### src/rtl/reset_sequencer.sv
// Staged reset release: waits for a stable PLL lock, frees the core,
// then the peripherals, and re-arms on lock loss or a soft request.
module reset_sequencer #(
  parameter int SYNC_STAGES        = 2,
  parameter int LOCK_STABLE_CYCLES = 1024,
  parameter int STAGE_GAP_CYCLES   = 16
) (
  input  logic       clk,
  input  logic       rst,
  input  logic       pll_locked,
  input  logic       soft_rst_req,
  output logic       rst_core,
  output logic       rst_periph,
  output logic       sys_ready,
  output logic [7:0] lock_lost_cnt,
  output logic [2:0] state_dbg
);

  typedef enum logic [2:0] {
    WAIT_LOCK    = 3'd0,
    COUNT_STABLE = 3'd1,
    RELEASE_CORE = 3'd2,
    RUN          = 3'd3
  } state_e;

  localparam logic [15:0] LOCK_LAST = 16'(LOCK_STABLE_CYCLES - 1);
  localparam logic [15:0] GAP_LAST  = 16'(STAGE_GAP_CYCLES - 1);

  logic [SYNC_STAGES-1:0] sync_q;
  logic                   lock_sync;

  state_e      state_q, state_d;
  logic [15:0] cnt_q, cnt_d;
  logic [7:0]  lost_q, lost_d;
  logic        lost_inc;

  logic rst_core_q, rst_core_d;
  logic rst_periph_q, rst_periph_d;
  logic sys_ready_q, sys_ready_d;

  always_ff @(posedge clk) begin
    if (rst) begin
      sync_q <= '0;
    end else begin
      sync_q <= {sync_q[SYNC_STAGES-2:0], pll_locked};
    end
  end

  assign lock_sync = sync_q[SYNC_STAGES-1];

  always_ff @(posedge clk) begin
    if (rst) begin
      state_q      <= WAIT_LOCK;
      cnt_q        <= '0;
      lost_q       <= '0;
      rst_core_q   <= 1'b1;
      rst_periph_q <= 1'b1;
      sys_ready_q  <= 1'b0;
    end else begin
      state_q      <= state_d;
      cnt_q        <= cnt_d;
      lost_q       <= lost_d;
      rst_core_q   <= rst_core_d;
      rst_periph_q <= rst_periph_d;
      sys_ready_q  <= sys_ready_d;
    end
  end

  // Lock loss outranks a soft request once the core is out of reset.
  always_comb begin
    state_d  = state_q;
    cnt_d    = cnt_q;
    lost_inc = 1'b0;
    unique case (state_q)
      WAIT_LOCK: begin
        cnt_d = '0;
        if (lock_sync) begin
          state_d = COUNT_STABLE;
        end
      end
      COUNT_STABLE: begin
        if (!lock_sync) begin
          state_d = WAIT_LOCK;
          cnt_d   = '0;
        end else if (cnt_q == LOCK_LAST) begin
          state_d = RELEASE_CORE;
          cnt_d   = '0;
        end else begin
          cnt_d = cnt_q + 16'd1;
        end
      end
      RELEASE_CORE: begin
        if (!lock_sync) begin
          state_d  = WAIT_LOCK;
          cnt_d    = '0;
          lost_inc = 1'b1;
        end else if (soft_rst_req) begin
          state_d = COUNT_STABLE;
          cnt_d   = '0;
        end else if (cnt_q == GAP_LAST) begin
          state_d = RUN;
          cnt_d   = '0;
        end else begin
          cnt_d = cnt_q + 16'd1;
        end
      end
      RUN: begin
        cnt_d = '0;
        if (!lock_sync) begin
          state_d  = WAIT_LOCK;
          lost_inc = 1'b1;
        end else if (soft_rst_req) begin
          state_d = COUNT_STABLE;
        end
      end
      default: begin
        state_d = WAIT_LOCK;
        cnt_d   = '0;
      end
    endcase
  end

  // Outputs are decoded from the next state so the flops switch
  // on the same edge as the state transition.
  always_comb begin
    rst_core_d   = 1'b1;
    rst_periph_d = 1'b1;
    sys_ready_d  = 1'b0;
    unique case (1'b1)
      (state_d == RELEASE_CORE): begin
        rst_core_d = 1'b0;
      end
      (state_d == RUN): begin
        rst_core_d   = 1'b0;
        rst_periph_d = 1'b0;
        sys_ready_d  = 1'b1;
      end
      default: begin
        rst_core_d = 1'b1;
      end
    endcase
    lost_d = lost_q;
    if (lost_inc && lost_q != 8'hFF) begin
      lost_d = lost_q + 8'd1;
    end
  end

  assign rst_core      = rst_core_q;
  assign rst_periph    = rst_periph_q;
  assign sys_ready     = sys_ready_q;
  assign lock_lost_cnt = lost_q;
  assign state_dbg     = state_q;

endmodule

### config.mk
export PLATFORM = sky130hd
export DESIGN_NAME = reset_sequencer
export DESIGN_NICKNAME = d
export VERILOG_FILES = /design/src/rtl/reset_sequencer.sv
export SDC_FILE = /design/constraint.sdc
export NUM_CORES = 1
export LEC_CHECK = 0
export BUFFER_PORTS_ARGS = -buffer_cell sky130_fd_sc_hd__buf_2
export CELL_PAD_IN_SITES_DETAIL_PLACEMENT = 1
export CELL_PAD_IN_SITES_GLOBAL_PLACEMENT = 2
export CORE_MARGIN = 1.5
export CORE_UTILIZATION = 34
export CTS_BUF_LIST = sky130_fd_sc_hd__clkbuf_16
export CTS_CLUSTER_SIZE = 25
export DETAILED_ROUTE_END_ITERATION = 12
export PLACE_DENSITY = 0.77
export SLEW_MARGIN = 15
export SYNTH_ARGS = -nofsm -noshare
export SYNTH_HDL_FRONTEND = slang
export SYNTH_SLANG_ARGS = --single-unit
### constraint.sdc
create_clock -name clk -period 2.8 [get_ports clk]
set_input_delay 0.14 -clock clk [delete_from_list [all_inputs] [get_ports clk]]
set_output_delay 0.14 -clock clk [all_outputs]
set_load 0.01 [all_outputs]
==> impl_metrics.ini, run 1 <==
[die]
boundaryPins = 18
die_area_um2 = 4560
start_util_pct = 35.4
die_w_um = 67.5
die_y_um = 67.5
rows = 23
core-area_um2 = 4000

[timing]
final.setup_skew_ns = 0.00549
worstMarginPinSlew_ns = 0.531
finalMaxSlewViolations = 0
clock.fmax_ghz = 0.449
setup_viol = 0
timing.max_slew.rel_slack_pct = 64.3
setup_total_negative_slack_ns = 0
period_minus_slack_ns = 2.23
rsz0062_at_grt = no
hold_viol_final = 0
post-route-period-util_pct = 79.6

[route]
drc = 0
detail-route-antenna-nets = 0
viasPerCell = 5.34
iteration_0_drc_markers = 86
drt_first_pass_iters = 3
route.detailed.wl_per_inst_um = 13.7
vias = 1213
total_wirelength_of_the_detailed_routed_design_mm = 3.10

[clock_tree]
clock_latency_ns = 0.27
cts_resized = 0
cts_root_buffer = clkbuf_16
post-cts-setup-buffers = 0
max-clock-path-buffers = 2
cts_tree = done
cts.hold.buffers_added = 0
clock_input_transition_at_the_sequential_cells_of_the_worst_setup_and_hold_paths_ns = 0.05
h-tree-depth = 2
tritoncts.num_buffers = 5
cts.sinks = 32

[global_routing]
grt_start_max_net_pins = 17
first_global_vias = 1211
antenna_found_initial = 0
aggregate_global_route_resource_usage_pct = 16.3
grt_first_pass_wirelength_mm = 5.46
grt-ovfl-total = 0

[run_status]
status = completed

[cells_and_area]
fillerInstances = 464
drive_gt1_share_pct = 18.6
fin_util_pct = 42.6
nets_final = 182
syn2layout_area_growth_pct = 20.4
diodes = 0

[setup_path]
worstSetupStartpointType = flop
timing.critical_path.arrival_ns = 2.38
worst_path_dominant_cell_family = simple AND/OR/NAND/NOR gates
worst_path_cell_chain = ha_1 -> nand3_1 -> or4_4 -> o32a_1 -> a2111o_1
timing.reg2reg.setup_slack_ns = 0.57
cpPeakStageDelay_ns = 0.58
timing.critical_path.fanout_max = 7
criticalPathCategory = reg2reg
path_buf_inv = 0
critical_path.slowest_cell = or4_4
critPathCaptureType = flop
critical_path_required_ns = 2.95

[synth]
netlist_area_um2 = 1420
synth_ff_type = dfxtp_1
ys_async_sr_fraction_pct = 0
seq_area_frac_synth_pct = 45.3
netlist-cell-type-count = 39
yosys-top-cells-area = dfxtp_1, a21oi_1, xnor2_1, or4_1, xor2_1
synth_fp_nets = 159
synth-edff-count = 0
yosys_warnings = 0
syn_area_per_cell_um2 = 9.25
synth_cells = 153
synth_top_area_cell = dfxtp_1
post-synth-top-count-cell = dfxtp_1
synth_top_cell_area_share_pct = 45.3
ys_top_cells_by_count = dfxtp_1, a21oi_1, nand2_1, xnor2_1, nor2_1
ys_seq_elements = 32

[power]
static_leak_nw = 0.574
worst_ir_drop_vdd_mv = 0.275
power-per-cell-area_nw_per_um2 = 566

[min_path]
min-delay-path-class = in2reg

[run]
maxCapViolations = 0

[placement]
portBuffers = 17
dpl.hpwl_mm = 2.27
globalplace.congestion = 0.733
-- through the flow --
stage | cells | worst slack, ns | area [um^2] | hold WS (ns) | power, mW
2_1_floorplan | 153 | 0.752 | 1420 | 0.212 | 0.476
3_3_place_gp | 219 | 0.634 | 1570 | 0.348 | 0.482
3_5_place_dp | 219 | 0.564 | 1570 | 0.359 | 0.483
4_1_cts | 227 | 0.559 | 1700 | 0.0747 | 0.981
5_1_grt | 227 | 0.403 | 1700 | 0.0898 | 1.01
6_report | 227 | 0.571 | 1700 | 0.0782 | 0.964
-- layer usage --
metal	part of all wire, %	wire length (um)	track usage, %	up-vias
li1	-	-	-	608
met1	48	1480	19.7	582
met2	47	1450	25.5	16
met3	3.2	98	5.00	7
met4	2.4	74	9.18	0
met5	0	0	0	-
-- path summary, 6_finish.rpt --
kind / depth (start not counted) / startpoint / endpoint
worst max-delay path: 5 / cnt_q[0] / rst_periph
worst min-delay path: 2 / pll_locked / sync_q[0]
worst max register to register: 5 / cnt_q[0] / rst_periph
worst min register to register: 1 / sync_q[0] / sync_q[1]
-- power breakdown --
part | switching, mW | internal, mW
clock | 0.173 | 0.318
combinational | 0.00722 | 0.00453
sequential | 0.00311 | 0.459
total | 0.183 | 0.781
-- cells by family (layout without fill, tap and decap cells) --
kind of cell,after synthesis,after routing,synth area share [%]
xor gates and xnor gates,14,14,8.67
DFF,32,32,45.3
and+or+nand+nor,56,56,23.4
other,1,1,0.265
muxes,1,1,0.707
AOI/OAI and AO/OA,39,39,17.6
adders and majority gates,2,2,1.77
buffers and inverters,8,32,2.30
-- sequential cells by signal, indices dropped and copies added (netlist names) --
signal	cells
sync_q	2
state_dbg	3
rst_core	1
lock_lost_cnt	8
rst_periph	1
sys_ready	1
cnt_q	16
-- cell usage in the layout (no fill, tap or decap), types with 2 or more instances in the layout --
cell type and instances:
dfxtp_1 32, a21oi_1 21, buf_2 17, nand2_1 9
xnor2_1 9, nor2_1 7, nand3_1 6, or4_1 6
inv_1 6, o31ai_1 5, xor2_1 5, clkbuf_16 5
o21ai_0 4, or3_1 4, nand4_1 3, nor3_1 3
nor4_1 3, buf_4 3, and4_1 2, or2_2 2
nand2b_1 2, nor2b_1 2, a21boi_0 2, ha_1 2
-- worst reg2reg max path: stages (launching register included) --
cell and delay [ns]:
dfxtp_1 0.38, ha_1 0.21, nand3_1 0.25, or4_4 0.58
o32a_1 0.40, a2111o_1 0.30
-- final cells by class --
cell class	count	area, um^2	share of cell area (%)
clock buffers	5	125	7.34
clock inverters	3	11.3	0.661
inverters	4	15.0	0.881
multi-input cells	113	742	43.5
flip-flops and latches	32	641	37.6
well taps	50	62.6	3.67
repair buffers	20	108	6.31
No activity file was read; power rests on OpenSTA's default activity.
==> inputs of run 2 (changes only) <==
CORE_UTILIZATION = 31   (was 34)
PLACE_DENSITY = 0.74   (was 0.77)
clock period = 1.8 ns   (was 2.8 ns; I/O delays follow)
==> run 2 against run 1 <==
The run now ends with negative setup slack left; via count increased by 12%; first-iteration DRC count is 45% lower; flip-flop and latch count unchanged; worst setup slack worse by 0.80 ns; routed wire length up 30%; largest cell class unchanged; sequential power grew 55%; cell area grew 17%.
==> impl_metrics.ini, run 2 (same netlist as run 1, synthesis figures left out) <==
[setup_path]
ff2ff_path_depth = 4
timing.critical_path.fanout_max = 4
critical_path_required_ns = 1.96
timing.critical_path.arrival_ns = 2.19
criticalPathCategory = reg2reg
worstSetupStartpointType = flop
critPathCaptureType = flop

[cells_and_area]
register_with_the_highest_flop_count = cnt_q
mostFrequentLayoutCells = dfxtp_1, buf_4, a21oi_1
most_common_cell_after_layout_fill_and_taps_aside = dfxtp_1
layout.cell_area.non_filler_um2 = 2000
largest_register_ffs = 16
diodes = 0
fin_util_pct = 45.7
syn2layout_area_growth_pct = 41.5
post_layout_nonfiller_instances = 255
drive_gt1_share_pct = 33.0
nets_final = 208

[clock_tree]
cts_tree = done
cts_root_buffer = clkbuf_16
h-tree-depth = 2
clock_input_transition_at_the_sequential_cells_of_the_worst_setup_and_hold_paths_ns = 0.05
clock_latency_ns = 0.28
tritoncts.num_buffers = 5
cts.sinks = 32
max-clock-path-buffers = 2

[timing]
hold_viol_final = 0
final.setup_skew_ns = 0.00610
setup_viol = 21
setup_ws_ns = -0.227
rsz0062_at_grt = yes
final.hold.worst_slack_ns = 0.0366
period_minus_slack_ns = 2.03
clock.fmax_ghz = 0.493
setup_total_negative_slack_ns = -1.98
post-route-period-util_pct = 113
finalMaxSlewViolations = 0

[die]
start_util_pct = 32.3
core-area_um2 = 4380
die_y_um = 70.6
boundaryPins = 18
rows = 24
die_area_um2 = 4980
die_w_um = 70.6

[global_routing]
aggregate_global_route_resource_usage_pct = 17.4
global_routing_met2_resource_utilization_pct = 30.6
grt_first_pass_wirelength_mm = 6.78
grtUsageMet1_pct = 19.9
grt_start_max_net_pins = 16
grt-ovfl-total = 0
antenna_found_initial = 0
first_global_vias = 1406
groute.layer.met3.usage_pct = 4.99
grt_most_used_layer = met2

[placement]
dpl_worst_slack_ns = -0.250
portBuffers = 17
globalplace.congestion = 0.764
total_placed_instance_area_um2 = 1760
dpl.hpwl_mm = 2.78
post-place-cells = 242

[run_status]
status = finished with violations
violations = negative setup slack

[power]
post-layout-total-power_mw = 1.53
power-per-cell-area_nw_per_um2 = 766
static_leak_nw = 0.740
worst_ir_drop_vdd_mv = 0.296

[route]
drc = 0
detail-route-antenna-nets = 0
total_wirelength_of_the_detailed_routed_design_mm = 4.02
route.detailed.wl_per_inst_um = 15.8
iteration_0_drc_markers = 47
drt_first_pass_iters = 4
viasPerCell = 5.31
vias = 1354

[min_path]
min-delay-path-class = in2reg
hold-path-cell-count = 2

[run]
maxCapViolations = 0
==> run 2: changes by cell type in the layout (fill, tap and decap cells not counted), moves of 2 or more <==
cell,delta
dfxtp_1,-2
clkbuf_16,+2
dfxtp_2,+2
or4_4,+2
buf_12,+2
buf_4,+22
or4_1,-2
==> run 2: layout make-up <==
cell class	count	area [um^2]
Clock buffer	5	125
Clock inverter	3	11.3
Fill cell	505	2380
Inverter	4	15.0
Multi-Input combinational cell	113	779
Sequential cell	32	643
Tap cell	52	65.1
Timing Repair Buffer	46	363
==> run 2: worst paths after layout <==
path / to / startpoint / slack, ns
worst max-delay path: rst_periph / cnt_q[10] / -0.23
worst max register to register: rst_periph / cnt_q[10] / -0.23
worst min-delay path: sync_q[0] / pll_locked / 0.04
worst min register to register: sync_q[1] / sync_q[0] / 0.44
==> run 2: worst max-delay path, stage by stage (launching register included) <==
cell and delay (ns):
dfxtp_2 0.31, or4_1 0.51, or4_4 0.45, o32a_1 0.36
a2111o_1 0.29
==> run 2: report_power, final <==
part	total (mW)	switching, mW	internal, mW
Sequential	0.715	0.00153	0.713
Combinational	0.0288	0.0175	0.0113
Clock	0.791	0.294	0.496
Total	1.53	0.313	1.22
==> run 2: timing repair <==
item / 4_1_cts / 5_1_grt
hold buffers: 0 / 0
cloned: 2 / 0
pin swaps: 2 / 0
resized for setup: 9 / 2
setup buffers: 2 / 1
endpoints found under the setup margin: 21 / 21
==> run 2: layer usage <==
metal | vias to the layer above | routed length, um
li1 | 663 | -
met1 | 656 | 1700
met2 | 27 | 2100
met3 | 8 | 145
met4 | 0 | 69
met5 | - | 0
==> inputs of run 3 (changes only) <==
CORE_ASPECT_RATIO = 0.6   (was default)
==> run 3 against run 2 <==
The run still ends with negative setup slack left; non-clock buffer count shrank 2; final cell count grew 2.4%; critical path depth is the same; die area grew 0.26%; first-iteration DRC count shrank 23%; sequential share of layout area grew 0.53 points; register-to-register slack lost 0.03 ns; sequential power is essentially flat; global-route usage shrank 0.99 points; fmax shrank 1.2%; core utilization grew 0.85 points; largest cell class unchanged; worst setup slack lost 0.026 ns.
==> impl_metrics.ini, run 3 (same netlist as run 1, synthesis figures left out) <==
[run_status]
status = finished with violations
violations = negative setup slack

[min_path]
min-delay-path-class = in2reg
worstHoldStart = pll_locked
worst_hold_path.endpoint = sync_q[0]
hold-path-cell-count = 2

[run]
maxCapViolations = 0

[timing]
setup_total_negative_slack_ns = -1.48
finalMaxSlewViolations = 0
final.setup_skew_ns = 0.00149
period_minus_slack_ns = 2.05
setup_ws_ns = -0.252
hold_viol_final = 0
rsz0062_at_grt = yes
setup_viol = 21
clock.fmax_ghz = 0.487
post-route-period-util_pct = 114

[setup_path]
criticalPathCategory = reg2reg
critPathCaptureType = flop
cpPeakStageDelay_ns = 0.51
worstSetupStartpointType = flop
reg2reg_to = rst_periph
regToRegStartpoint = cnt_q[10]
timing.reg2reg.setup_slack_ns = -0.25
critical_path.slowest_cell = or4_4
timing.critical_path.fanout_max = 4
timing.critical_path.arrival_ns = 2.22
crit_path_frequent_cell = or4_4
worst_path_cell_chain = or4_4 -> or4_4 -> o32a_1 -> a2111o_1
critical_path_required_ns = 1.96
ff2ff_path_depth = 4

[route]
total_wirelength_of_the_detailed_routed_design_mm = 3.78
drc = 0
drt_first_pass_iters = 4
route.detailed.wl_per_inst_um = 14.5
viasPerCell = 5.09
iteration_0_drc_markers = 36
vias = 1328
detail-route-antenna-nets = 0

[cells_and_area]
nets_final = 206
syn2layout_area_growth_pct = 39.2
largest_register_ffs = 16
most_common_cell_after_layout_fill_and_taps_aside = dfxtp_1
diodes = 0
fin_util_pct = 46.5
register_with_the_highest_flop_count = cnt_q
fillerInstances = 515
drive_gt1_share_pct = 33.3
mostFrequentLayoutCells = dfxtp_1, buf_4, a21oi_1
post_layout_nonfiller_instances = 261

[global_routing]
grt_first_pass_wirelength_mm = 6.36
grt_start_max_net_pins = 17
antenna_found_initial = 0
grt-ovfl-total = 0
aggregate_global_route_resource_usage_pct = 16.4
first_global_vias = 1312

[placement]
post-place-cells = 250
dpl.hpwl_mm = 2.82
dpl_worst_slack_ns = -0.251
globalplace.congestion = 0.767
portBuffers = 17

[die]
die_area_um2 = 4990
start_util_pct = 33.4
boundaryPins = 18
die_y_um = 55.3
core-area_um2 = 4230
die_w_um = 90.2
rows = 18

[power]
power-per-cell-area_nw_per_um2 = 793
worst_ir_drop_vdd_mv = 0.439
static_leak_nw = 0.710
post-layout-total-power_mw = 1.56

[clock_tree]
cts.sinks = 32
max-clock-path-buffers = 2
cts_root_buffer = clkbuf_16
tritoncts.num_buffers = 5
clock_input_transition_at_the_sequential_cells_of_the_worst_setup_and_hold_paths_ns = 0.05
cts.hold.buffers_added = 0
clock_latency_ns = 0.28
h-tree-depth = 2
cts_tree = done
==> run 3: cell types whose count changed in the layout (fill, tap and decap cells not counted), sizes merged <==
cell    before  now
clkbuf       7    5
inv          6    4
clkinv       1    3
==> run 3: report_power, final <==
part	switching [mW]	internal (mW)	leakage [nW]
Sequential	0.00215	0.712	0.260
Clock	0.315	0.502	0.0710
Combinational	0.0190	0.0114	0.379
==> run 3: cell type report <==
type	count	area [um^2]	share of cell area [%]
multi-input cells	113	793	40.3
flip-flops and latches	32	643	32.7
repair buffers	44	304	15.4
clock buffers	5	125	6.35
well taps	60	75.1	3.81
inverters	4	15.0	0.762
clock inverters	3	13.8	0.699
==> run 3: what timing repair did <==
item | CTS | global route
cloned | 0 | 0
setup buffers | 1 | 2
endpoints found under the setup margin | 21 | 22
gates resized for setup | 3 | 6
pin swaps | 1 | 1
==> run 3: how the worst max path moves through the flow <==
stage                         start          to  slack (ns)  depth (start not counted)
after global placement    cnt_q[10]  rst_periph       -0.23                          4
after detailed placement  cnt_q[10]  rst_periph       -0.25                          4
after CTS                 cnt_q[10]  rst_periph       -0.26                          4
after floorplan           cnt_q[10]  rst_periph       -0.20                          4
final                     cnt_q[10]  rst_periph       -0.25                          4
after global routing      cnt_q[10]   sys_ready       -0.31                          5
==> run 3: metal layers <==
layer	up-vias	global-route usage (%)	part of all wire (%)
met5	-	0	0
met4	0	5.22	1.1
met3	4	5.92	4.3
met2	20	23.5	43
met1	647	22.9	52
li1	657	-	-
==> run 3: critical path, delay by kind of cell, from the launching register on <==
| family | cells | cell delay [ns] |
|---|---|---|
| compound gates | 2 | 0.65 |
| flops | 1 | 0.31 |
| simple gates | 2 | 0.97 |
==> run 3: per-stage QoR <==
step                      hold WS (ns)  cell area [um^2]
after detailed placement         0.338              1760
after global routing            0.0689              1970
after floorplan                  0.162              1430
after global placement           0.301              1760
after CTS                       0.0449              1920
final                           0.0398              1970
